==> src/rtl/alu_op_sequencer.sv <==
// ---------------------------------------------------------------------------
// alu_op_sequencer
//
// Front end for the 8-bit arithmetic unit. It takes one operation at a time
// from the issue logic and drives the unit's operands and select lines from
// registers. After one settle cycle it captures the unit's result and flags
// and offers them to the consumer. It also keeps a wrap-around count of
// completed operations, and illegal ops are included in that count.
//
// Handshakes: a transfer happens on a rising CLK edge where valid and ready
// are both high. A valid that has been raised stays asserted with stable
// payload until that transfer. cmd_ready is registered and depends only on
// FSM state. res_valid is high exactly while the FSM is in DONE.
//
// Optional feature macro: ALU_STICKY_FLAGS_EN
//   defined   : sticky_ovf accumulates alu_ovf at each EXEC capture and is
//               cleared by clr_sticky (set wins over clear in the same cycle).
//   undefined : sticky_ovf is tied low and clr_sticky is ignored.
//
// Ports
//   CLK                       rising-edge clock
//   RST                       asynchronous active-low reset
//   cmd_valid / cmd_ready     command handshake
//   cmd_op[1:0]               00 add, 01 sub, 11 negate B, 10 illegal
//   cmd_a, cmd_b [WIDTH]      operands
//   alu_a, alu_b [WIDTH]      registered operands to the unit
//   alu_s2, alu_s3            registered select, {alu_s2,alu_s3} = op
//   alu_c [WIDTH]             unit result
//   alu_zero/ovf/carry        unit flags
//   res_valid / res_ready     result handshake
//   res_data [WIDTH]          captured result
//   res_zero/ovf/carry/err    captured flags, err marks an illegal op
//   op_count [16]             completed operations (wraps)
//   clr_sticky / sticky_ovf   sticky overflow control and status
//   state_dbg [2]             current FSM state (0 IDLE, 1 EXEC, 2 DONE)
// ---------------------------------------------------------------------------
module alu_op_sequencer #(
    parameter int WIDTH = 8
) (
    input  logic             CLK,
    input  logic             RST,
    input  logic             cmd_valid,
    output logic             cmd_ready,
    input  logic [1:0]       cmd_op,
    input  logic [WIDTH-1:0] cmd_a,
    input  logic [WIDTH-1:0] cmd_b,
    output logic [WIDTH-1:0] alu_a,
    output logic [WIDTH-1:0] alu_b,
    output logic             alu_s2,
    output logic             alu_s3,
    input  logic [WIDTH-1:0] alu_c,
    input  logic             alu_zero,
    input  logic             alu_ovf,
    input  logic             alu_carry,
    output logic             res_valid,
    input  logic             res_ready,
    output logic [WIDTH-1:0] res_data,
    output logic             res_zero,
    output logic             res_ovf,
    output logic             res_carry,
    output logic             res_err,
    output logic [15:0]      op_count,
    input  logic             clr_sticky,
    output logic             sticky_ovf,
    output logic [1:0]       state_dbg
);

    typedef enum logic [1:0] {
        IDLE = 2'd0,
        EXEC = 2'd1,
        DONE = 2'd2
    } state_t;

    state_t state;
    state_t next_state;

    logic accept;
    logic op_legal;
    logic load_alu;
    logic load_illegal;
    logic capture;
    logic complete;

    // -----------------------------------------------------------------------
    // FSM state register
    // -----------------------------------------------------------------------
    always_ff @(posedge CLK or negedge RST) begin
        if (!RST) begin
            state <= IDLE;
        end else begin
            state <= next_state;
        end
    end

    // -----------------------------------------------------------------------
    // Next-state and control decode
    // -----------------------------------------------------------------------
    always_comb begin
        next_state   = state;
        accept       = 1'b0;
        op_legal     = (cmd_op != 2'b10);
        load_alu     = 1'b0;
        load_illegal = 1'b0;
        capture      = 1'b0;
        complete     = 1'b0;

        case (state)
            IDLE: begin
                // cmd_ready is qualified here as well, so nothing is taken
                // in the first cycle after reset release while it is still low.
                accept = cmd_valid && cmd_ready;
                if (accept) begin
                    if (op_legal) begin
                        load_alu   = 1'b1;
                        next_state = EXEC;
                    end else begin
                        // Illegal ops skip the unit entirely.
                        load_illegal = 1'b1;
                        next_state   = DONE;
                    end
                end
            end
            EXEC: begin
                capture    = 1'b1;
                next_state = DONE;
            end
            DONE: begin
                if (res_ready) begin
                    complete   = 1'b1;
                    next_state = IDLE;
                end
            end
            default: begin
                next_state = IDLE;
            end
        endcase
    end

    assign res_valid = (state == DONE);
    assign state_dbg = state;

    // -----------------------------------------------------------------------
    // cmd_ready: registered copy of "next state is IDLE", low during reset
    // -----------------------------------------------------------------------
    always_ff @(posedge CLK or negedge RST) begin
        if (!RST) begin
            cmd_ready <= 1'b0;
        end else begin
            cmd_ready <= (next_state == IDLE);
        end
    end

    // -----------------------------------------------------------------------
    // Operand / select registers; they hold between ops, and illegal ops
    // do not touch them.
    // -----------------------------------------------------------------------
    always_ff @(posedge CLK or negedge RST) begin
        if (!RST) begin
            alu_a  <= '0;
            alu_b  <= '0;
            alu_s2 <= 1'b0;
            alu_s3 <= 1'b0;
        end else if (load_alu) begin
            alu_a  <= cmd_a;
            alu_b  <= cmd_b;
            alu_s2 <= cmd_op[1];
            alu_s3 <= cmd_op[0];
        end
    end

    // -----------------------------------------------------------------------
    // Result capture
    // -----------------------------------------------------------------------
    always_ff @(posedge CLK or negedge RST) begin
        if (!RST) begin
            res_data  <= '0;
            res_zero  <= 1'b0;
            res_ovf   <= 1'b0;
            res_carry <= 1'b0;
            res_err   <= 1'b0;
        end else if (capture) begin
            res_data  <= alu_c;
            res_zero  <= alu_zero;
            res_ovf   <= alu_ovf;
            // The unit's carry output is meaningless for anything but add.
            res_carry <= alu_carry & ({alu_s2, alu_s3} == 2'b00);
            res_err   <= 1'b0;
        end else if (load_illegal) begin
            res_data  <= '0;
            res_zero  <= 1'b0;
            res_ovf   <= 1'b0;
            res_carry <= 1'b0;
            res_err   <= 1'b1;
        end
    end

    // -----------------------------------------------------------------------
    // Completed-operation counter (wraps naturally at 16 bits)
    // -----------------------------------------------------------------------
    always_ff @(posedge CLK or negedge RST) begin
        if (!RST) begin
            op_count <= 16'd0;
        end else if (complete) begin
            op_count <= op_count + 16'd1;
        end
    end

    // -----------------------------------------------------------------------
    // Sticky overflow
    // -----------------------------------------------------------------------
`ifdef ALU_STICKY_FLAGS_EN
    always_ff @(posedge CLK or negedge RST) begin
        if (!RST) begin
            sticky_ovf <= 1'b0;
        end else if (capture && alu_ovf) begin
            // Set has priority over a simultaneous clear.
            sticky_ovf <= 1'b1;
        end else if (clr_sticky) begin
            sticky_ovf <= 1'b0;
        end
    end
`else
    logic unused_clr_sticky;
    assign unused_clr_sticky = clr_sticky;
    assign sticky_ovf        = 1'b0;
`endif

endmodule

==> config.mk <==
export PLATFORM = sky130hd
export DESIGN_NAME = alu_op_sequencer
export DESIGN_NICKNAME = d
export VERILOG_FILES = /design/src/rtl/alu_op_sequencer.sv
export SDC_FILE = /design/constraint.sdc
export NUM_CORES = 1
export LEC_CHECK = 0
export CORE_UTILIZATION = 42
export CTS_CLUSTER_SIZE = 25
export DETAILED_ROUTE_END_ITERATION = 10
export HOLD_SLACK_MARGIN = 0.03
export PLACE_DENSITY = 0.79
export SKIP_CTS_REPAIR_TIMING = 1
export SYNTH_ARGS = -nofsm -noshare
export SYNTH_HDL_FRONTEND = slang
export SYNTH_SLANG_ARGS = --single-unit
export TNS_END_PERCENT = 1
==> constraint.sdc <==
create_clock -name CLK -period 2.3 [get_ports CLK]
set_input_delay 0.345 -clock CLK [delete_from_list [all_inputs] [get_ports CLK]]
set_output_delay 0.345 -clock CLK [all_outputs]
set_load 0.1 [all_outputs]
======== Word level (Yosys, flattened, before mapping) ========
Cells that the tools add are included.
word-level totals
  bits in registers ....................... 49
  latch bits .............................. 0
  memory bits (writable) .................. 0
  ROM bits ................................ 0
  input port bits ......................... 34
  memories kept ........................... 0
cells by class
  add/subtract/negate cells ............... 1
  multipliers ............................. 0
  divide/modulo/power cells ............... 0
  $lt $le $gt $ge ......................... 0
  equal/unequal tests ..................... 3
  shift-type cells ........................ 0
  muxes and demuxes ....................... 21
  bitwise logic cells ..................... 1
  reduce and logical (&&, ||, !) cells .... 5
operator list
  cell                     number
  $add A16 B1 Y16 const B  1
  $mux W8                  2
  $mux W1                  15
  $logic_not A2 Y1         3
  $mux W2                  3
  $pmux W2 S3              1
  $eq A2 B1 Y1 const B     1
  $eq A2 B2 Y1 const B     1
  $ne A2 B2 Y1 const B     1
  $reduce_bool A2 Y1       1
  $and A1 B1 Y1            1
  $logic_and A1 B1 Y1      1

======== Logic depth before layout (Yosys ltp) ========
Gate-level depths: netlist of the first run.
  word-level depth ........................ 6
  mapped depth ............................ 5

======== Worst setup path before layout of the first run ========
Ideal clock, no wire load.
  path kind ............................... flip-flop to flip-flop
  from .................................... register cmd_ready
  to ...................................... register alu_a[1]
  library setup time ...................... 126 ps
  data arrival time ....................... 2123 ps
  required time ........................... 2174 ps
  path slack .............................. 51 ps
  stages on the path, launching flop included .. 6
  cells stage by stage .................... dfrtp_1 nand2_1 or3_4 nor2_4 buf_12 mux2_4
between the ends
  word-level cells in the longest chain between the ends .. 3
ends and longest elaborated chain
  element                 line  RTL
  start, declared         43    output logic cmd_ready,
  start signal, assigned  149   cmd_ready <= (next_state == IDLE);
  $logic_and A1 B1 Y1     111   accept = cmd_valid && cmd_ready;
  $mux W1                 112   if (accept) begin
  $mux W1                 107   case (state)
  end signal, assigned    164   alu_a <= cmd_a;
  end, declared           47    output logic [WIDTH-1:0] alu_a,
Every way passes these cells.
A chain may end at the register's enable or synchronous reset.

======== Worst setup path after layout of the first run ========
  from .................................... input cmd_valid
  to ...................................... register alu_b[0]
between the ends
  word-level cells in the longest chain between the ends .. 3
ends and longest elaborated chain
  element               line  RTL
  start, declared       42    input logic cmd_valid,
  $logic_and A1 B1 Y1   111
  $mux W1               112
  $mux W1               107
  end signal, assigned  165   alu_b <= cmd_b;
  end, declared         48    output logic [WIDTH-1:0] alu_b,
Every way passes these cells.

==> results_dict.tcl, run 1 <==
set metrics [dict create \
    status "complete, but fails checks" \
    violations "design-rule violations" \
    fin_crit_ns 1.79 \
    synth_edf_count 0 \
    overflow 0 \
    clock_sinks 49 \
    final_antenna_net_count 0 \
    hold_ws_ns 0.0700 \
    ys_async_sr_fraction 1.00 \
    synth_top_area_frac 0.616 \
    dpl.cell_count 281 \
    ys_seq_area_frac 0.616 \
    finalNetCount 271 \
    path_max_fanout 14 \
    yosysWarnings 0 \
    die_x_um 70.9 \
    vias 1444 \
    clockBufferDepth 2 \
    syn_inst 147 \
    grt_pass1_vias 1415 \
    clock_latency_ns 0.30 \
    cts_tree "built" \
    dr.pass1.iters 7 \
    synth_area_leaders "dfrtp_1, xnor2_1, mux2_4" \
    hpwl_um 3160 \
    drive_gt1_frac 0.350 \
    cts_made_buffers 5 \
    grt_max_degree 32 \
    drtIter0Drc 84 \
    synth_area_leader_cell "dfrtp_1" \
    drc 16 \
    post-route-period-util 0.776 \
    grtUsageTotal 0.183 \
    rr_worst_depth 4 \
    start_util 0.448 \
    synth_seq_cells 49 \
    viasPerCell 5.00 \
    antenna_found_initial 0 \
    cp.arrival_ns 1.98 \
    num_rows 24 \
    max_cap_violations 0 \
    core_area_um2 4440 \
    synth_nets 182 \
    die_area_um2 5020 \
    slew_viol_final 0 \
    end_kind "flip-flop" \
    ios 85 \
    setup_violations 0 \
    worstSetupPathType "in -> reg" \
    hold_violations 0 \
    die_h_um 70.9 \
    slew_headroom 0.555 \
    stdcell_count 289 \
    wl_per_cell_um 14.7 \
    clk_pin_slew_ns 0.09 \
    diodes 0 \
    cts-htree-levels 2 \
    tns_ns 0 \
    critical_path_required_ns 2.50 \
    hold_path.class "in -> async" \
    drt-total-wl_um 4240 \
    yosysUniqueCellTypes 31 \
    tightest_slew_ns 0.668 \
    critPathLaunchType "input port" \
    grt_pass1_wl_um 7020 \
    cts_root_buffer "clkbuf_8" \
    postSynthAreaPerCell_um2 13.6 \
    synth_area_um2 1990 \
    globalplace.congestion 0.730 \
    syn_to_final_growth_pct 43.7 \
    skew_ns 0.00500 \
    rsz0062_at_grt "false" \
    portBuffers 82 \
    synth_ff_type "dfrtp_1" \
    fmax_ghz 0.560 \
]
through the flow:
| stage | util | worst slack [ns] | area [µm²] |
|---|---|---|---|
| 4_1_cts | 0.644 | 0.507 | 2860 |
| 6_report | 0.644 | 0.515 | 2860 |
| 2_1_floorplan | - | 0.0508 | 1990 |
| 3_5_place_dp | 0.622 | 0.178 | 2770 |
| 3_3_place_gp | 0.622 | 0.211 | 2770 |
| 5_1_grt | 0.644 | 0.443 | 2860 |
synthesized netlist by cell type (2+ instances only):
cell type and instances:
xnor2_1 14, inv_1 4, nand3_1 7, o21ai_0 3, nand2_1 10, a22o_1 10, mux2_4 8, dfrtp_1 49
nor2_1 6, nand4_1 4, a21oi_1 2, nor3_1 3, mux2_2 9
path summary, 6_finish.rpt:
kind                              start  slack [ns]      endpoint
max in group asynchronous           RST        1.62  op_count[12]
min                                 RST        0.07   res_data[2]
min in group CLK           op_count[15]        0.49  op_count[15]
min reg2reg                op_count[15]        0.49  op_count[15]
max                           cmd_valid        0.51      alu_b[0]
max reg2reg                state_dbg[1]        0.56      alu_b[0]
logic make-up after synthesis:
group           share of synthesized area
buf+inv                            0.0257
mux                                 0.111
simple gates                        0.108
fa+ha+maj                         0.00628
flops                               0.616
other cells                       0.00188
compound gates                     0.0653
xor+xnor                           0.0660
placed cells by master, fill, tap and decap left out, types with 3 or more instances in the layout:
cell              n
nor2_1            6
nand4_1           4
dfrtp_1          49
xnor2_1          14
clkdlybuf4s50_1  31
nand3_1           7
nand2_1          10
mux2_4            8
a22o_1           10
buf_4            52
nor3_1            3
mux2_2            9
o21ai_0           3
inv_1             4
clkbuf_8          6
routing by layer:
layer	track usage	wire [µm]	up-vias
li1	-	-	691
met4	0.0667	69	0
met2	0.298	2050	53
met3	0.0484	285	6
met5	0	0	-
met1	0.236	1840	694
final cells by class:
type	count	area (µm²)
fill	370	1580
clock inverter	2	13.8
multi-input combinational	90	714
inverter	4	15.0
timing repair buffer	86	746
clock buffer	6	82.6
tap	52	65.1
sequential	49	1230
registers in the layout, summed over array words and instances (netlist names), 2 cells and up:
name,flops
alu_a,8
alu_b,8
op_count,16
res_data,8
state_dbg,2
critical path: stages:
cell and delay [ns]:
clkdlybuf4s50_1 0.47, nand2_1 0.07, or3_4 0.35, nor2_4 0.22, buf_12 0.19, mux2_2 0.34
Power of run 1 is left out: the tool's default activity adds up to more than one toggle a clock period on the data nets, which glitch-free logic cannot reach.
==> run 2, diff against run 1 <==
CORE_UTILIZATION = 38   (was 42)
PLACE_DENSITY = 0.76   (was 0.79)
clock period = 1.45 ns   (was 2.3 ns; I/O delays follow)
==> run 2 against run 1 <==
Net effect: the run ends with negative setup slack left; first-iteration DRC count fell by 32%; via count up 4.3%; hold slack improved by 0.38 ns; count of clock-buffer cells in the layout up 2; sequential cell count did not move; register-to-register slack got worse by 0.74 ns; final cell count grew 9.0%; design area increased by 27%; wire length rose by 10%; critical path depth is 2 lower; worst setup slack worse by 0.70 ns; critical path type is now reg -> out; critical endpoint is now res_valid; highest routed layer unchanged.
==> results_dict.tcl, run 2 (synthesized netlist as in run 1, its figures left out) <==
set metrics [dict create \
    dpl.cell_count 305 \
    grtUsageTotal 0.187 \
    syn_to_final_growth_pct 82.3 \
    path_max_fanout 7 \
    cts_made_buffers 5 \
    vias 1506 \
    critPathLaunchType "flip-flop" \
    end_kind "primary output" \
    final_antenna_net_count 0 \
    die_x_um 74.4 \
    met3_usage 0.0596 \
    critical_path.slowest_cell "dfrtp_4" \
    wl_per_cell_um 14.8 \
    clock_latency_ns 0.30 \
    n_fill_cell 328 \
    cts_tree "built" \
    ios 85 \
    portBuffers 82 \
    largest_reg_flops 16 \
    grt_pass1_wl_um 7680 \
    overflow 0 \
    viasPerCell 4.78 \
    multi_input_area_um2 729 \
    cts_root_buffer "clkbuf_8" \
    final_common_cell "buf_12" \
    die_area_um2 5540 \
    fin_crit_ns 1.63 \
    cp.arrival_ns 1.41 \
    diodes 0 \
    clockBufferDepth 2 \
    hold_ws_ns 0.451 \
    cts-htree-levels 2 \
    drtIter0Drc 57 \
    hpwl_um 3600 \
    skew_ns 0.00633 \
    final_cell_mix "buf_12, dfrtp_1, clkdlybuf4s50_1" \
    slew_viol_final 0 \
    grt_max_degree 50 \
    finalNetCount 282 \
    tns_ns -3.21 \
    layout_setup_ws_ns -0.182 \
    hold_path.class "in -> async" \
    clock_sinks 49 \
    crit_chain "buf_6 -> or2b_1 -> inv_2 -> buf_12" \
    globalplace.congestion 0.736 \
    grt_use_met1 0.199 \
    status "complete, but fails checks" \
    violations "negative setup slack" \
    dr.pass1.iters 4 \
    start_util 0.408 \
    drive_gt1_frac 0.431 \
    cp_slowest_stage_delay_ns 0.49 \
    fmax_ghz 0.613 \
    rsz0062_at_grt "true" \
    hold_violations 0 \
    stdcell_count 315 \
    die_h_um 74.4 \
    core_area_um2 4880 \
    num_rows 25 \
    critical_path_required_ns 1.23 \
    max_cap_violations 0 \
    gr-max-usage-layer "met2" \
    drc 0 \
    grt_pass1_vias 1638 \
    grt_util_met2 0.347 \
    drt-total-wl_um 4680 \
    post-route-period-util 1.13 \
    seq_area_um2 1250 \
    antenna_found_initial 0 \
    clk_pin_slew_ns 0.09 \
    setup_violations 26 \
    worstSetupPathType "reg -> out" \
    largest_register "op_count" \
]
run 2: final timing paths:
path / slack (ns) / start / to / cells after the start
min in group CLK: 0.52 / alu_c[4] / res_data[4] / 2
hold / removal: 0.45 / RST / res_ovf / 3
setup reg to reg: -0.18 / state_dbg[1] / alu_b[6] / 4
hold reg to reg: 0.55 / op_count[8] / op_count[8] / 1
setup / recovery: -0.18 / state_dbg[0] / res_valid / 4
max in group asynchronous: 0.75 / RST / cmd_ready / 3
run 2: critical path, delay by kind of cell, from the launching register on:
family	cells	cell delay, ns
flip-flops	1	0.49
buffers and inverters	3	0.39
AND/OR/NAND/NOR	1	0.24
run 2: metrics by stage:
stage	util	area (µm²)	worst slack [ns]
after floorplan	-	2010	-0.411
after global placement	0.717	3500	-0.393
after detailed placement	0.717	3500	-0.414
after CTS	0.736	3590	-0.226
after global routing	0.744	3630	-0.247
final	0.744	3630	-0.182
run 2: routing by layer:
metal | vias to the layer above | share of wire
met5 | - | 0
met4 | 0 | 0.019
met3 | 9 | 0.050
met2 | 48 | 0.55
met1 | 739 | 0.38
li1 | 710 | -
run 2: area by class of cell:
type	count	area share
repair buffers	97	0.403
flip-flops and latches	49	0.344
multi-input cells	90	0.201
clock buffers	8	0.0248
well taps	67	0.0231
inverters	4	0.00414
Power of run 2 is left out for the same reason.
==> run 3, diff against run 2 <==
CORE_UTILIZATION = 42   (was 38)
PLACE_DENSITY = 0.79   (was 0.76)
clock period = 1.7 ns   (was 1.45 ns; I/O delays follow)
==> run 3 against run 2 <==
Net effect: the run ends with design-rule violations left; final cell count down 5.4%; hold slack better by 0.0019 ns; die area down 9.3%; clock skew up 0.00055 ns; global-route usage up 2.8 points; count of clock-buffer cells in the layout down 2; first-iteration DRC count up 16%; worst setup slack better by 0.22 ns.
==> results_dict.tcl, run 3 (synthesized netlist as in run 1, its figures left out) <==
set metrics [dict create \
    worstSetupStartpoint "state_dbg[0]" \
    post-place-ws_ns -0.229 \
    antenna_found_initial 0 \
    drc 12 \
    globalplace.congestion 0.744 \
    path_max_fanout 7 \
    met1_length_um 1930 \
    r2r_setup_slack_ns 0.06 \
    hold_ws_ns 0.453 \
    cts_made_buffers 5 \
    finalNetCount 280 \
    max_cap_violations 0 \
    grt_pass1_wl_um 8220 \
    largest_register "op_count" \
    wl_per_cell_um 17.2 \
    die_h_um 70.9 \
    hpwl_um 4030 \
    cp_slowest_stage_delay_ns 0.49 \
    clockBufferDepth 2 \
    worstSetupPathType "reg -> out" \
    overflow 0 \
    crit_chain "buf_6 -> or2b_1 -> inv_2 -> buf_12" \
    fin_crit_ns 1.66 \
    crit_family "flip-flops" \
    rr_startpoint "state_dbg[1]" \
    dpl.cell_count 288 \
    post-route-period-util 0.979 \
    largest_reg_flops 16 \
    drtIter0Drc 66 \
    status "complete, but fails checks" \
    drt-total-wl_um 5140 \
    diodes 0 \
    setup_violations 0 \
    cp.arrival_ns 1.41 \
    final_cell_mix "buf_12, dfrtp_1, clkdlybuf4s50_1" \
    clock_sinks 49 \
    skew_ns 0.00688 \
    hold_violations 0 \
    dr.max_layer_used "met4" \
    slew_headroom 0.664 \
    viasPerCell 5.06 \
    start_util 0.448 \
    layout_setup_ws_ns 0.0359 \
    fmax_ghz 0.601 \
    drive_gt1_frac 0.419 \
    grtUsageTotal 0.215 \
    path_buf_inv 3 \
    critical_path.slowest_cell "dfrtp_4" \
    syn_to_final_growth_pct 79.3 \
    portBuffers 82 \
    critical_path_required_ns 1.44 \
    clk_pin_slew_ns 0.08 \
    seq_area_um2 1250 \
    stdcell_count 298 \
    final_common_cell "buf_12" \
    slew_viol_final 0 \
    critPathLaunchType "flip-flop" \
    final_antenna_net_count 0 \
    cts_tree "built" \
    die_x_um 70.9 \
    wl_met2_um 2810 \
    clock_latency_ns 0.29 \
    die_area_um2 5020 \
    violations "design-rule violations" \
    vias 1508 \
    ios 85 \
    wl_met3_um 263 \
    multi_input_area_um2 714 \
    hold_path.class "in -> async" \
    dr.pass1.iters 7 \
    n_fill_cell 257 \
    num_rows 24 \
    end_kind "primary output" \
    grt_max_degree 31 \
    grt_pass1_vias 1667 \
    cts-htree-levels 2 \
    cts_root_buffer "clkbuf_8" \
    core_area_um2 4440 \
    tightest_slew_ns 0.501 \
]
run 3: cell count changes in the layout (fill, tap and decap cells not counted), sizes merged:
| cell | previous run | this run |
|---|---|---|
| buf | 65 | 63 |
| clkbuf | 8 | 6 |
| clkinv | 0 | 2 |
run 3: through the flow:
| step | util | TNS (ns) | area (µm²) |
|---|---|---|---|
| final | 0.803 | 0 | 3570 |
| after global routing | 0.803 | -0.000845 | 3570 |
| after CTS | 0.799 | -0.0221 | 3550 |
| after detailed placement | 0.780 | -3.22 | 3470 |
| after global placement | 0.780 | -2.40 | 3470 |
| after floorplan | - | -1.88 | 2010 |
run 3: cell type report:
class                      count  share of cell area
clock buffer                   6              0.0203
clock inverter                 2             0.00280
inverter                       4             0.00420
multi-input combinational     90               0.200
sequential                    49               0.350
tap                           52              0.0182
timing repair buffer          95               0.405
run 3: per-layer routing:
layer	vias up	GRT usage
met2	57	0.396
met1	735	0.244
met3	12	0.0385
met5	-	0
li1	704	-
met4	0	0.0911
run 3: worst reg2reg max path, delay by kind of cell (launching register included):
kind,cells,cell delay [ns]
buf+inv,1,0.16
flops,1,0.48
mux,1,0.35
simple gates,2,0.54
run 3: path summary, 6_finish.rpt:
kind,depth (start not counted),endpoint
setup / recovery,4,res_valid
hold / removal,2,res_data[7]
setup reg to reg,4,alu_b[0]
hold reg to reg,1,op_count[8]
max in group asynchronous,3,state_dbg[1]
min in group CLK,1,op_count[8]
Power of run 3 is left out for the same reason.
